$ cat src/rtl/comms_pkg.sv
// Shared types and constants for the host command link receivers.
package comms_pkg;

   localparam int OP_BITS                = 4;
   localparam int DEFAULT_CLK_BAUD_RATIO = 8;

   typedef logic [OP_BITS-1:0] op_t;

   typedef enum logic [1:0] {
      PARITY_NONE = 2'd0,
      PARITY_EVEN = 2'd1,
      PARITY_ODD  = 2'd2
   } parity_mode_e;

   typedef enum logic [2:0] {
      IDLE   = 3'd0,
      START  = 3'd1,
      DATA   = 3'd2,
      PARITY = 3'd3,
      STOP   = 3'd4,
      BREAK  = 3'd5
   } rx_state_e;

   function automatic logic parity_bit_expected(input parity_mode_e mode, input logic data_xor);
      case (mode)
         PARITY_ODD: parity_bit_expected = ~data_xor;
         default:    parity_bit_expected = data_xor;
      endcase
   endfunction

endpackage

$ cat src/rtl/sync_2ff.sv
// Two-flop synchroniser for a single asynchronous input; reset value selects the idle level.
module sync_2ff #(
   parameter logic RESET_VAL = 1'b1
) (
   input  logic clk_in,
   input  logic rst_in,
   input  logic d,
   output logic q
);

   logic meta_r;
   logic sync_r;

   // two-stage capture of the asynchronous input
   always_ff @(posedge clk_in or posedge rst_in) begin
      if (rst_in) begin
         meta_r <= RESET_VAL;
         sync_r <= RESET_VAL;
      end else begin
         meta_r <= d;
         sync_r <= meta_r;
      end
   end

   assign q = sync_r;

endmodule

$ cat src/rtl/op_rx_framed.sv
// Framed serial receiver: start/stop framing, mid-bit sampling, optional parity, one-cycle status pulses.
module op_rx_framed
   import comms_pkg::*;
#(
   parameter int           CLK_BAUD_RATIO = DEFAULT_CLK_BAUD_RATIO,
   parameter int           DATA_BITS      = 8,
   parameter parity_mode_e PARITY_MODE    = PARITY_NONE
) (
   input  logic                 clk_in,
   input  logic                 rst_in,
   input  logic                 rx_in,
   output logic [DATA_BITS-1:0] data_out,
   output logic                 valid_out,
   output logic                 frame_err_out,
   output logic                 parity_err_out,
   output logic                 busy_out
);

   localparam int CW   = $clog2(CLK_BAUD_RATIO);
   localparam int BW   = $clog2(DATA_BITS + 1);
   localparam int HALF = (CLK_BAUD_RATIO - 1) / 2;

   localparam logic [CW-1:0] HALF_CNT = CW'(HALF);
   localparam logic [CW-1:0] WRAP_CNT = CW'(CLK_BAUD_RATIO - 1);
   localparam logic [BW-1:0] LAST_IDX = BW'(DATA_BITS - 1);

   logic                 rx_s;
   rx_state_e            state_r;
   logic [CW-1:0]        cnt_r;
   logic [CW-1:0]        cnt_inc_s;
   logic                 wrap_s;
   logic [BW-1:0]        idx_r;
   logic [DATA_BITS-1:0] shift_r;
   logic [DATA_BITS-1:0] shift_next_s;
   logic                 par_r;
   logic                 par_err_r;
   logic [DATA_BITS-1:0] data_r;
   logic                 valid_r;
   logic                 ferr_r;
   logic                 perr_r;
   logic                 busy_r;

   sync_2ff #(.RESET_VAL(1'b1)) u_rx_sync (
      .clk_in (clk_in),
      .rst_in (rst_in),
      .d      (rx_in),
      .q      (rx_s)
   );

   assign cnt_inc_s = cnt_r + 1'b1;
   assign wrap_s    = (cnt_r == WRAP_CNT);

   // LSB-first: each new bit enters at the MSB so the first bit ends at bit 0
   always_comb begin
      shift_next_s                = shift_r >> 1'b1;
      shift_next_s[DATA_BITS-1]   = rx_s;
   end

   // receive FSM with registered data and status outputs
   always_ff @(posedge clk_in or posedge rst_in) begin
      if (rst_in) begin
         state_r   <= IDLE;
         cnt_r     <= '0;
         idx_r     <= '0;
         shift_r   <= '0;
         par_r     <= 1'b0;
         par_err_r <= 1'b0;
         data_r    <= '0;
         valid_r   <= 1'b0;
         ferr_r    <= 1'b0;
         perr_r    <= 1'b0;
         busy_r    <= 1'b0;
      end else begin
         valid_r <= 1'b0;
         ferr_r  <= 1'b0;
         perr_r  <= 1'b0;
         case (state_r)
            IDLE: begin
               if (!rx_s) begin
                  state_r <= START;
                  busy_r  <= 1'b1;
                  cnt_r   <= '0;
               end
            end
            START: begin
               if (cnt_inc_s == HALF_CNT) begin
                  if (!rx_s) begin
                     state_r   <= DATA;
                     cnt_r     <= '0;
                     idx_r     <= '0;
                     par_r     <= 1'b0;
                     par_err_r <= 1'b0;
                  end else begin
                     state_r <= IDLE;
                     busy_r  <= 1'b0;
                  end
               end else begin
                  cnt_r <= cnt_inc_s;
               end
            end
            DATA: begin
               if (wrap_s) begin
                  cnt_r   <= '0;
                  shift_r <= shift_next_s;
                  par_r   <= par_r ^ rx_s;
                  if (idx_r == LAST_IDX) begin
                     state_r <= (PARITY_MODE == PARITY_NONE) ? STOP : PARITY;
                  end else begin
                     idx_r <= idx_r + 1'b1;
                  end
               end else begin
                  cnt_r <= cnt_inc_s;
               end
            end
            PARITY: begin
               if (wrap_s) begin
                  cnt_r     <= '0;
                  par_err_r <= (rx_s != parity_bit_expected(PARITY_MODE, par_r));
                  state_r   <= STOP;
               end else begin
                  cnt_r <= cnt_inc_s;
               end
            end
            STOP: begin
               if (wrap_s) begin
                  cnt_r <= '0;
                  // a low stop bit outranks a parity mismatch and parks in BREAK until the line recovers
                  if (!rx_s) begin
                     ferr_r  <= 1'b1;
                     state_r <= BREAK;
                  end else if (par_err_r) begin
                     perr_r  <= 1'b1;
                     state_r <= IDLE;
                     busy_r  <= 1'b0;
                  end else begin
                     data_r  <= shift_r;
                     valid_r <= 1'b1;
                     state_r <= IDLE;
                     busy_r  <= 1'b0;
                  end
               end else begin
                  cnt_r <= cnt_inc_s;
               end
            end
            BREAK: begin
               if (rx_s) begin
                  state_r <= IDLE;
                  busy_r  <= 1'b0;
               end
            end
            default: begin
               state_r <= IDLE;
               busy_r  <= 1'b0;
            end
         endcase
      end
   end

   assign data_out       = data_r;
   assign valid_out      = valid_r;
   assign frame_err_out  = ferr_r;
   assign parity_err_out = perr_r;
   assign busy_out       = busy_r;

endmodule
$ cat config.mk
export PLATFORM = sky130hd
export DESIGN_NAME = op_rx_framed
export DESIGN_NICKNAME = d
export VERILOG_FILES = /design/src/rtl/comms_pkg.sv /design/src/rtl/sync_2ff.sv /design/src/rtl/op_rx_framed.sv
export SDC_FILE = /design/constraint.sdc
export NUM_CORES = 1
export LEC_CHECK = 0
export CAP_MARGIN = 20
export CORE_MARGIN = 10
export CORE_UTILIZATION = 40
export DETAILED_ROUTE_END_ITERATION = 8
export PLACE_DENSITY = 0.66
export SLEW_MARGIN = 25
export SYNTH_ARGS = -nofsm -noshare
export SYNTH_HDL_FRONTEND = slang
export SYNTH_SLANG_ARGS = --single-unit
$ cat constraint.sdc
create_clock -name clk_in -period 1.75 [get_ports clk_in]
set_clock_uncertainty 0.05 [all_clocks]
set_input_delay 0.35 -clock clk_in [delete_from_list [all_inputs] [get_ports clk_in]]
set_output_delay 0.35 -clock clk_in [all_outputs]
set_load 0.05 [all_outputs]
==> impl_results.md <==
* Largest area contributor in the netlist: dfrtp_1
* Core Area at 4000 um2
* Design Area, Final at 2113 um2
* CP bufs+invs at 0
* # DRC at 0
* Post-Synthesis Cells at 142
* Maxcap violations at 0
* Initial antenna violation count at 0
* Root buf cell: clkbuf_8
* Hold buffers post-CTS at 0
* Slew headroom at 77.78%
* Seq/Total Area, Yosys at 51.90%
* Setup TNS at 0 ps
* Status: completed
* Routed vias at 1192
* Antenna viol nets, final at 0
* Synth warn at 0
* Routed WL per cell at 14.92 um
* Sw power at 985.5 uW
* DRT Wirelength at 3358 um
* Distinct cells, synth at 44
* DP HPWL at 2283 um
* Worst-path maximum fanout at 4
* Crit Path Class: reg2reg
* Post-DP Area at 1957 um2
* Worst Setup End Kind: flop
* Clk_lat worst skew at 290 ps
* Clock power share at 21.8%
* Mux share of post-synthesis cell area at 13.09%
* Minimum clock period at 1742 ps
* Sw Share at 35.85%
* Commonest cells in the netlist: 32 x dfrtp_1, 16 x mux2_2, 10 x inv_1, 9 x o21ai_0
* Die Y at 84.11 um
* Max Root-Sink Buffers at 2
* Highest Clock Rate at 0.5742 GHz
* Most instantiated library cell after synthesis: dfrtp_1
* Top-area cell type share of the netlist area at 48.71%
* Fillers at 349
* Async S/R FF share, synth at 100.0%
* Post-Synth XOR/XNOR Area at 1.598%
* H-tree depth at 2
* Crit path capture: par_r
* Synthesized-area fraction occupied by adder cells at 3.044%
* CP max stage delay at 410 ps
* Width of the die at 84.11 um
* DR pass1 iterations at 4
* Worst R2R End: par_r
* Nets@finish at 181
* Worst EP arrival at 1870 ps
* Final period util at 99.52%
* Finish-stage setup viols at 0
* CTS tree: yes
* Top delay family on crit path: simple AND/OR/NAND/NOR gates
* RSZ-0062 raised after global routing: yes
* Initial DRC count at 82
* Remaining Overflow, GRT at 0
* Vias/cell at 5.298
* Site row count at 23
* Ant. Diodes at 0
* Final Max Slew Viols at 0
* Die area at 7074 um2
* Worst flop-to-flop path startpoint: cnt_r[1]
* Worst R2R Path Depth at 5
* Routability congestion estimate from global placement at 0.8176
* Mapped cell area at 1644 um2
* Fraction of power consumed by sequential logic at 37.3%
* Worst endpoint required time at 1880 ps
* Synth area leaders: dfrtp_1 49%, mux2_2 11%, dfstp_2 3.2%
* Final core utilization at 52.83%
* CP startpoint: cnt_r[1]
* Syn Area/Cell at 11.58 um2
* WP depth at 5
* Number of global-route vias before repair at 1244
* Worst Max-Slew Pin Slew at 332.7 ps
* Largest net degree at the start of global routing at 35
* Fraction of layout cells with a size suffix above 1 at 40.57%
* Synthesized Nets at 149
* Crit-path cells: ha_2 -> ha_4 -> nand2b_4 -> or3_1 -> a32o_1
* Combinational share of power at 40.9%
* Critical-path top delay cell: dfrtp_1
* PortBufs at 14
* Internal at 1763 uW
* Hold crit path type: reg2reg
* Seq cells post-synth at 34
* Worst-path clk slew at 80 ps
* Top_reg_cell synth: dfrtp_1
* I/O pin cnt at 15
* CTS buffer count at 5
* Area added between synthesis and finish at 28.54%
* Register-to-Register Setup Slack at 8 ps
* Worst setup SP type: flop
* Starting Density at 41.10%
* IR Drop Worst-Case VDD at 0.5573 mV
* Post-synth EDFFs at 0
* Static Leak at 0.0009943 uW
* Clk sink count at 34
* PwrDens at 1301 nW/um2
* Simple-gate share of the synthesized area at 12.63%
* Compound-Gate Fraction of Synth Area at 14.00%
* First-pass GRT wire length at 5678 um
* Main combinational cell family by area after synthesis: compound AO/OA/AOI/OAI gates
* Hold Vio Cnt, Final at 0
* Total global-route track usage at 9.405%
## cell type report
cell class | count | area [um2] | area share, %
clock buffer | 7 | 86.33 | 4.085
clock inverter | 1 | 5.005 | 0.2368
inverter | 10 | 37.54 | 1.776
multi-input combinational | 94 | 819.5 | 38.78
sequential | 34 | 854.6 | 40.44
tap | 50 | 62.56 | 2.960
timing repair buffer | 29 | 247.7 | 11.72
## timing repair
| action | 4_1_cts | 5_1_grt |
|---|---|---|
| gates resized for setup | 2 | 10 |
| cloned | 0 | 1 |
| pin swaps | 0 | 3 |
| buffers inserted | 1 | 0 |
| setup endpoints to repair | 12 | 16 |
## stage by stage
stage / total power [uW] / std cells / setup WS (ps) / hold WS [ps]
finish: 2749 / 225 / 8.417 / 307.0
global route: 2925 / 225 / -41.37 / 314.8
CTS: 2679 / 224 / -8.824 / 308.1
detailed placement: 2041 / 215 / -35.42 / 298.2
global placement: 2014 / 215 / 12.86 / 297.8
floorplan: 1740 / 142 / 10.28 / 295.2
## flip-flops by register name, summed over array words and instances, names as in the netlist
name	cells
data_out	8
shift_r	8
idx_r	4
cnt_r	3
state_r	3
busy_out	1
frame_err_out	1
par_err_r	1
par_r	1
parity_err_out	1
u_rx_sync.meta_r	1
u_rx_sync.q	1
valid_out	1
## power by group through the flow
stage                     sequential, uW  clock (uW)  combinational [uW]
after global routing                1040         652                1230
after detailed placement            1030           0                1010
after floorplan                     1030           0                 710
after CTS                           1010         614                1050
after global placement              1020           0                 997
final                               1030         600                1120
## worst min-delay path by stage
stage,slack (ps),end,start,depth (start not counted)
floorplan,300,u_rx_sync.q,u_rx_sync.meta_r,0
global placement,300,u_rx_sync.q,u_rx_sync.meta_r,0
detailed placement,300,u_rx_sync.q,u_rx_sync.meta_r,0
CTS,310,u_rx_sync.q,u_rx_sync.meta_r,0
global route,310,u_rx_sync.q,u_rx_sync.meta_r,0
finish,310,u_rx_sync.q,u_rx_sync.meta_r,0
## cell usage in the layout (no fill, tap or decap), types with 2 or more instances in the layout
cell type / n
xnor2_1: 2
buf_12: 2
o21ai_0: 7
nand2_1: 6
o2bb2ai_1: 2
nand3_1: 2
mux2i_1: 2
a32o_1: 3
dfrtp_1: 31
nor2_4: 2
nor2_1: 5
ha_1: 2
a21oi_1: 4
nand2b_1: 3
and3_1: 2
nor2b_1: 4
dfstp_2: 2
clkdlybuf4s50_1: 2
mux2_2: 16
buf_4: 25
inv_1: 10
clkbuf_8: 6
o22ai_1: 2
## cell families after synthesis
family / count (synthesis)
AO/OA/AOI/OAI: 32
XOR/XNOR: 3
adder cells (fa/ha/maj): 4
buffers and inverters: 15
flip-flops: 34
multiplexers: 19
AND/OR/NAND/NOR: 35
## per-layer routing
metal	vias to the layer above	part of all wire, %	routed length [um]	global-route usage (%)
li1	574	-	-	-
met1	590	45	1509	11.47
met2	22	49	1653	14.66
met3	6	4.6	153	3.320
met4	0	1.3	42	3.805
met5	-	0	0	0
Note: power is estimated with default switching activity, not from simulation.
==> variant 1 (config.mk and constraints unchanged) <==
Register the input `rx_in` before use. The logic sees it one clock later.
--- a/src/rtl/op_rx_framed.sv
+++ b/src/rtl/op_rx_framed.sv
@@ -24,6 +24,12 @@
    localparam logic [CW-1:0] WRAP_CNT = CW'(CLK_BAUD_RATIO - 1);
    localparam logic [BW-1:0] LAST_IDX = BW'(DATA_BITS - 1);
 
+   logic rx_q;
+
+   always_ff @(posedge clk_in) begin
+      rx_q <= rx_in;
+   end
+
    logic                 rx_s;
    rx_state_e            state_r;
    logic [CW-1:0]        cnt_r;
@@ -43,7 +49,7 @@
    sync_2ff #(.RESET_VAL(1'b1)) u_rx_sync (
       .clk_in (clk_in),
       .rst_in (rst_in),
-      .d      (rx_in),
+      .d      (rx_q),
       .q      (rx_s)
    );
 
Behaviour: not the same (a bounded check fails within 4 cycles, from zero or initial values and one cycle with rst_in high).
==> variant 1 against the original RTL <==
  * The flow now finishes with violations (negative setup slack)
  * Non-clock buffer count is 6 higher
  * Sequential cell count is 1 higher
  * Cell area is 2.4% higher
  * Sequential share of layout area is 0.091 points lower
  * Setup slack worse by 0.23 ns
  * Synthesized area is 0.15% higher
  * Total power is 11% higher
  * Routed wire length is 3.4% higher
  * Critical path type unchanged
  * Largest power group unchanged
==> variant 1: results (changes against the original RTL) <==
| Group | Parameter | Reported | vs unedited |
|---|---|---|---|
| layout | Post-layout nets | 186 | +2.8% |
| yosys | Leading post-synthesis cells by instance count | 32 x dfrtp_1, 16 x mux2_2, 11 x o21ai_0 |  |
| yosys | Post-synthesis compound-gate area fraction | 0.144 | +0.00359 |
| timing | Setup ws final | -0.218 ns | -0.227 ns |
| routing | Drt initial violations | 50 | -39% |
| worst setup path | Worst Path Max Fanout | 3 | -1 |
| global route | Number of antenna violations at the first check in global routing | 0 | unchanged |
| yosys | Share of synthesized cell area in full adder, half adder and majority cells | 0.0304 | -0.0000463 |
| global route | Wire length of the first global-routing pass | 6.04 mm | +6.4% |
| yosys | Proportion of register bits with asynchronous set or reset after synthesis | 0.971 | -0.0286 |
| layout | Share of layout cells above drive strength 1 | 0.422 | +0.0165 |
| yosys | Cell types with the largest area share after synthesis | dfrtp_1 49%, mux2_2 11%, nand2b_1 3.4% |  |
| layout | Count of inverters not on the clock network in the layout | 7 | -3 |
| worst setup path | Crit path DAT | 2.12 ns | +0.25 ns |
| timing | Slew at the pin with the worst max-slew slack | 0.308 ns | -0.0247 ns |
| yosys | Number of warnings issued by yosys | 0 | unchanged |
| outcome | Violations in the final reports | negative setup slack |  |
| yosys | Net count after synthesis | 150 | +0.67% |
| timing | Total negative setup slack | -0.602 ns | -0.602 ns |
| routing | DRT met1 WL | 1.42 mm | -5.8% |
| global route | Number of global-route vias before repair | 1290 | +3.7% |
| layout | Layout clock area frac | 0.0520 | +0.00880 |
| power and ir drop | Lkg Pwr | 1.02 nW | +3.0% |
| power and ir drop | Worst ir drop on vdd | 700 uV | +26% |
| layout | Filler cell count in the final layout | 345 | -1.1% |
| place | Detailed Place HPWL | 2.40 mm | +4.9% |
| layout | Non-clk buf share | 0.131 | +0.0140 |
| global route | Overall routing resource usage | 0.102 | +0.00769 |
| yosys | Fraction of synthesized area in multiplexers | 0.116 | -0.0154 |
| worst hold path | Tightest Hold Check Type | flop to flop |  |
| place | Last weighted congestion value of the routability-driven placer | 0.804 | -1.7% |
| routing | Routed vias | 1235 | +3.6% |
| worst setup path | Highest-delay cell along the critical path | or4_1 |  |
| layout | Non-CTS buffers | 35 | +21% |
| outcome | Run status | finished, violations left |  |
| layout | Register Area | 873 um2 | +2.2% |
| place | Post-Place Setup Slack | -0.213 ns | -0.178 ns |
| layout | Multi-input logic area | 806 um2 | -1.7% |
| routing | Met2 wire length | 1.85 mm | +12% |
| yosys | Fraction of synthesized cell area in xor and xnor cells | 0.0160 | -0.0000243 |
| yosys | Fraction of the yosys area taken by sequential cells | 0.530 | +0.0114 |
| timing | Final setup violation count | 7 | +7 |
| routing | Wirelength, routed | 3.47 mm | +3.4% |
variant 1: what timing repair did:
item | 4_1_cts | 5_1_grt
endpoints found under the setup margin | 27 | 17
pin swaps | 11 | 5
gates resized for setup | 15 | 5
buffers inserted | 3 | 1
variant 1: per-layer routing:
metal  track usage  up-vias
met5             0        -
met4        0.0365        0
met3        0.0319        4
met2         0.179       23
met1         0.112      619
li1              -      589
variant 1: kinds of logic after synthesis:
| family | Yosys count |
|---|---|
| multiplexers | 17 |
| adder cells (fa/ha/maj) | 4 |
| AO/OA/AOI/OAI | 33 |
| buffers and inverters | 13 |
| flip-flops | 35 |
| XOR/XNOR | 3 |
| AND/OR/NAND/NOR | 38 |
variant 1: metrics by stage:
step,instances,instance area (um2)
CTS,229,2130
global placement,219,1960
floorplan,143,1670
detailed placement,219,1960
global route,230,2160
finish,230,2160
variant 1: worst paths after layout:
path	from	to	slack [ns]	depth (start not counted)
min in group asynchronous	rst_in	idx_r[2]	0.36	3
hold / removal	rx_q	u_rx_sync.meta_r	0.26	0
setup / recovery	cnt_r[0]	idx_r[3]	-0.22	6
max in group asynchronous	rst_in	u_rx_sync.q	1.05	3
hold reg to reg	rx_q	u_rx_sync.meta_r	0.26	0
setup reg to reg	cnt_r[0]	idx_r[3]	-0.22	6
variant 1: worst max-delay path, delay by kind of cell, from the launching register on:
family / cells / cell delay (ns)
and+or+nand+nor: 2 / 0.56
AOI/OAI and AO/OA: 2 / 0.47
adders and majority gates: 2 / 0.43
DFF: 1 / 0.39
variant 1: report_power, final:
group | internal (mW) | switching [mW]
combinational | 0.661 | 0.617
clock | 0.424 | 0.296
sequential | 0.924 | 0.115
==> variant 2 (same settings) <==
Made on the original files. `RESET_VAL` is set to 1'b1 in 2 places; all go to 1'b0.
--- a/src/rtl/sync_2ff.sv
+++ b/src/rtl/sync_2ff.sv
@@ -1,6 +1,6 @@
 // Two-flop synchroniser for a single asynchronous input; reset value selects the idle level.
 module sync_2ff #(
-   parameter logic RESET_VAL = 1'b1
+   parameter logic RESET_VAL = 1'b0
 ) (
    input  logic clk_in,
    input  logic rst_in,
--- a/src/rtl/op_rx_framed.sv
+++ b/src/rtl/op_rx_framed.sv
@@ -40,7 +40,7 @@
    logic                 perr_r;
    logic                 busy_r;
 
-   sync_2ff #(.RESET_VAL(1'b1)) u_rx_sync (
+   sync_2ff #(.RESET_VAL(1'b0)) u_rx_sync (
       .clk_in (clk_in),
       .rst_in (rst_in),
       .d      (rx_in),
Function: changed (Yosys sat finds a counterexample within 4 cycles, from zero or initial values and one cycle with rst_in high).
==> variant 2 against the original RTL <==
  * Total power decreased by 1.4%
  * Routed wire length fell by 1.8%
  * Setup slack lost 0.0014 ns
  * Maximum frequency is essentially flat
  * Largest cell class unchanged
  * Sequential cell count is the same
  * Cell area decreased by 1.1%
  * Count of clock-buffer cells in the layout decreased by 2
  * Synthesized area is 0.15% lower
==> variant 2: results (changes against the original RTL) <==
| Group | Parameter | Reported | vs unedited |
|---|---|---|---|
| layout | Diodes inserted | 0 | unchanged |
| place | Last weighted congestion value of the routability-driven placer | 0.812 | -0.72% |
| power and ir drop | Worst ir drop on vdd | 695 uV | +25% |
| yosys | Post-synthesis compound-gate area fraction | 0.140 | +0.000213 |
| timing | Relative slew slack | 0.722 | -0.0560 |
| yosys | Leading post-synthesis cells by instance count | 34 x dfrtp_1, 16 x mux2_2, 10 x inv_1 |  |
| power and ir drop | Lkg Pwr | 0.983 nW | -1.1% |
| place | Cell Area, Placed | 0.00195 mm2 | -0.38% |
| yosys | Fraction of synthesized area in multiplexers | 0.131 | +0.000200 |
| global route | Overall routing resource usage | 0.0989 | +0.00484 |
| yosys | Cell types with the largest area share after synthesis | dfrtp_1 52%, mux2_2 11%, ha_1 3.0% |  |
| layout | Share of layout cells above drive strength 1 | 0.402 | -0.00342 |
| global route | Number of global-route vias before repair | 1334 | +7.2% |
| place | Detailed Place HPWL | 2.38 mm | +4.2% |
| routing | Via-per-instance ratio | 5.36 | +1.2% |
| yosys | Fraction of the yosys area taken by sequential cells | 0.518 | -0.000733 |
| yosys | Fraction of synthesized cell area in xor and xnor cells | 0.0160 | +0.0000244 |
| global route | Wire length of the first global-routing pass | 6.00 mm | +5.7% |
| yosys | Number of distinct library cells after synthesis | 43 | -2.3% |
| yosys | Share of synthesized cell area in full adder, half adder and majority cells | 0.0305 | +0.0000464 |
| cts | Post-CTS repair timing setup buffer count | 0 | -1 |
| layout | Post-layout nets | 180 | -0.55% |
| routing | Drt initial violations | 97 | +18% |
| outcome | Run status | completed |  |
| die | Die area | 0.00707 mm2 | -0.12% |
| worst hold path | Launch point of the worst hold path | u_rx_sync.meta_r |  |
==> variant 2: changes by cell type after synthesis <==
cell	before	now
dfrtp_1	32	34
dfstp_2	2	0
==> variant 2: cell families after synthesis <==
| logic type | after synthesis |
|---|---|
| buf+inv | 15 |
| fa+ha+maj | 4 |
| xor+xnor | 3 |
| mux | 19 |
| simple gates | 35 |
| flops | 34 |
| compound gates | 32 |
==> variant 2: per-stage QoR <==
step | worst slack, ns | hold WS, ns | std cells
6_report | 0.00699 | 0.303 | 224
5_1_grt | -0.0683 | 0.309 | 224
2_1_floorplan | 0.0103 | 0.281 | 142
3_5_place_dp | -0.0495 | 0.290 | 216
4_1_cts | -0.00847 | 0.307 | 224
3_3_place_gp | 0.00915 | 0.286 | 216
==> variant 2: layout make-up <==
class,count,area (um2)
clock buffer,5,68.8
clock inverter,3,21.3
fill,355,1910
inverter,10,40.0
multi-input combinational,93,805
sequential,34,853
tap,50,62.6
timing repair buffer,29,239
==> variant 2: what timing repair did <==
| item | CTS | global route |
|---|---|---|
| gates resized for setup | 4 | 10 |
| endpoints found under the setup margin | 17 | 18 |
| pin swaps | 6 | 4 |
==> variant 2: critical path, delay by kind of cell, from the launching register on <==
family	cells	cell delay [ns]
AO/OA/AOI/OAI	1	0.22
adder cells (fa/ha/maj)	2	0.43
flip-flops	1	0.40
AND/OR/NAND/NOR	2	0.54
==> variant 2: power by group <==
part	switching, mW	internal [mW]	leakage, nW	total (mW)
Combinational	0.569	0.530	0.486	1.10
Sequential	0.126	0.905	0.453	1.03
Clock	0.302	0.279	0.0441	0.581
==> variant 2: routing by layer <==
metal / up-vias / global-route usage / wire length, um
li1: 571 / - / -
met1: 601 / 0.116 / 1450
met2: 25 / 0.163 / 1660
met3: 4 / 0.0303 / 159
met4: 0 / 0.0381 / 36
met5: - / 0 / 0
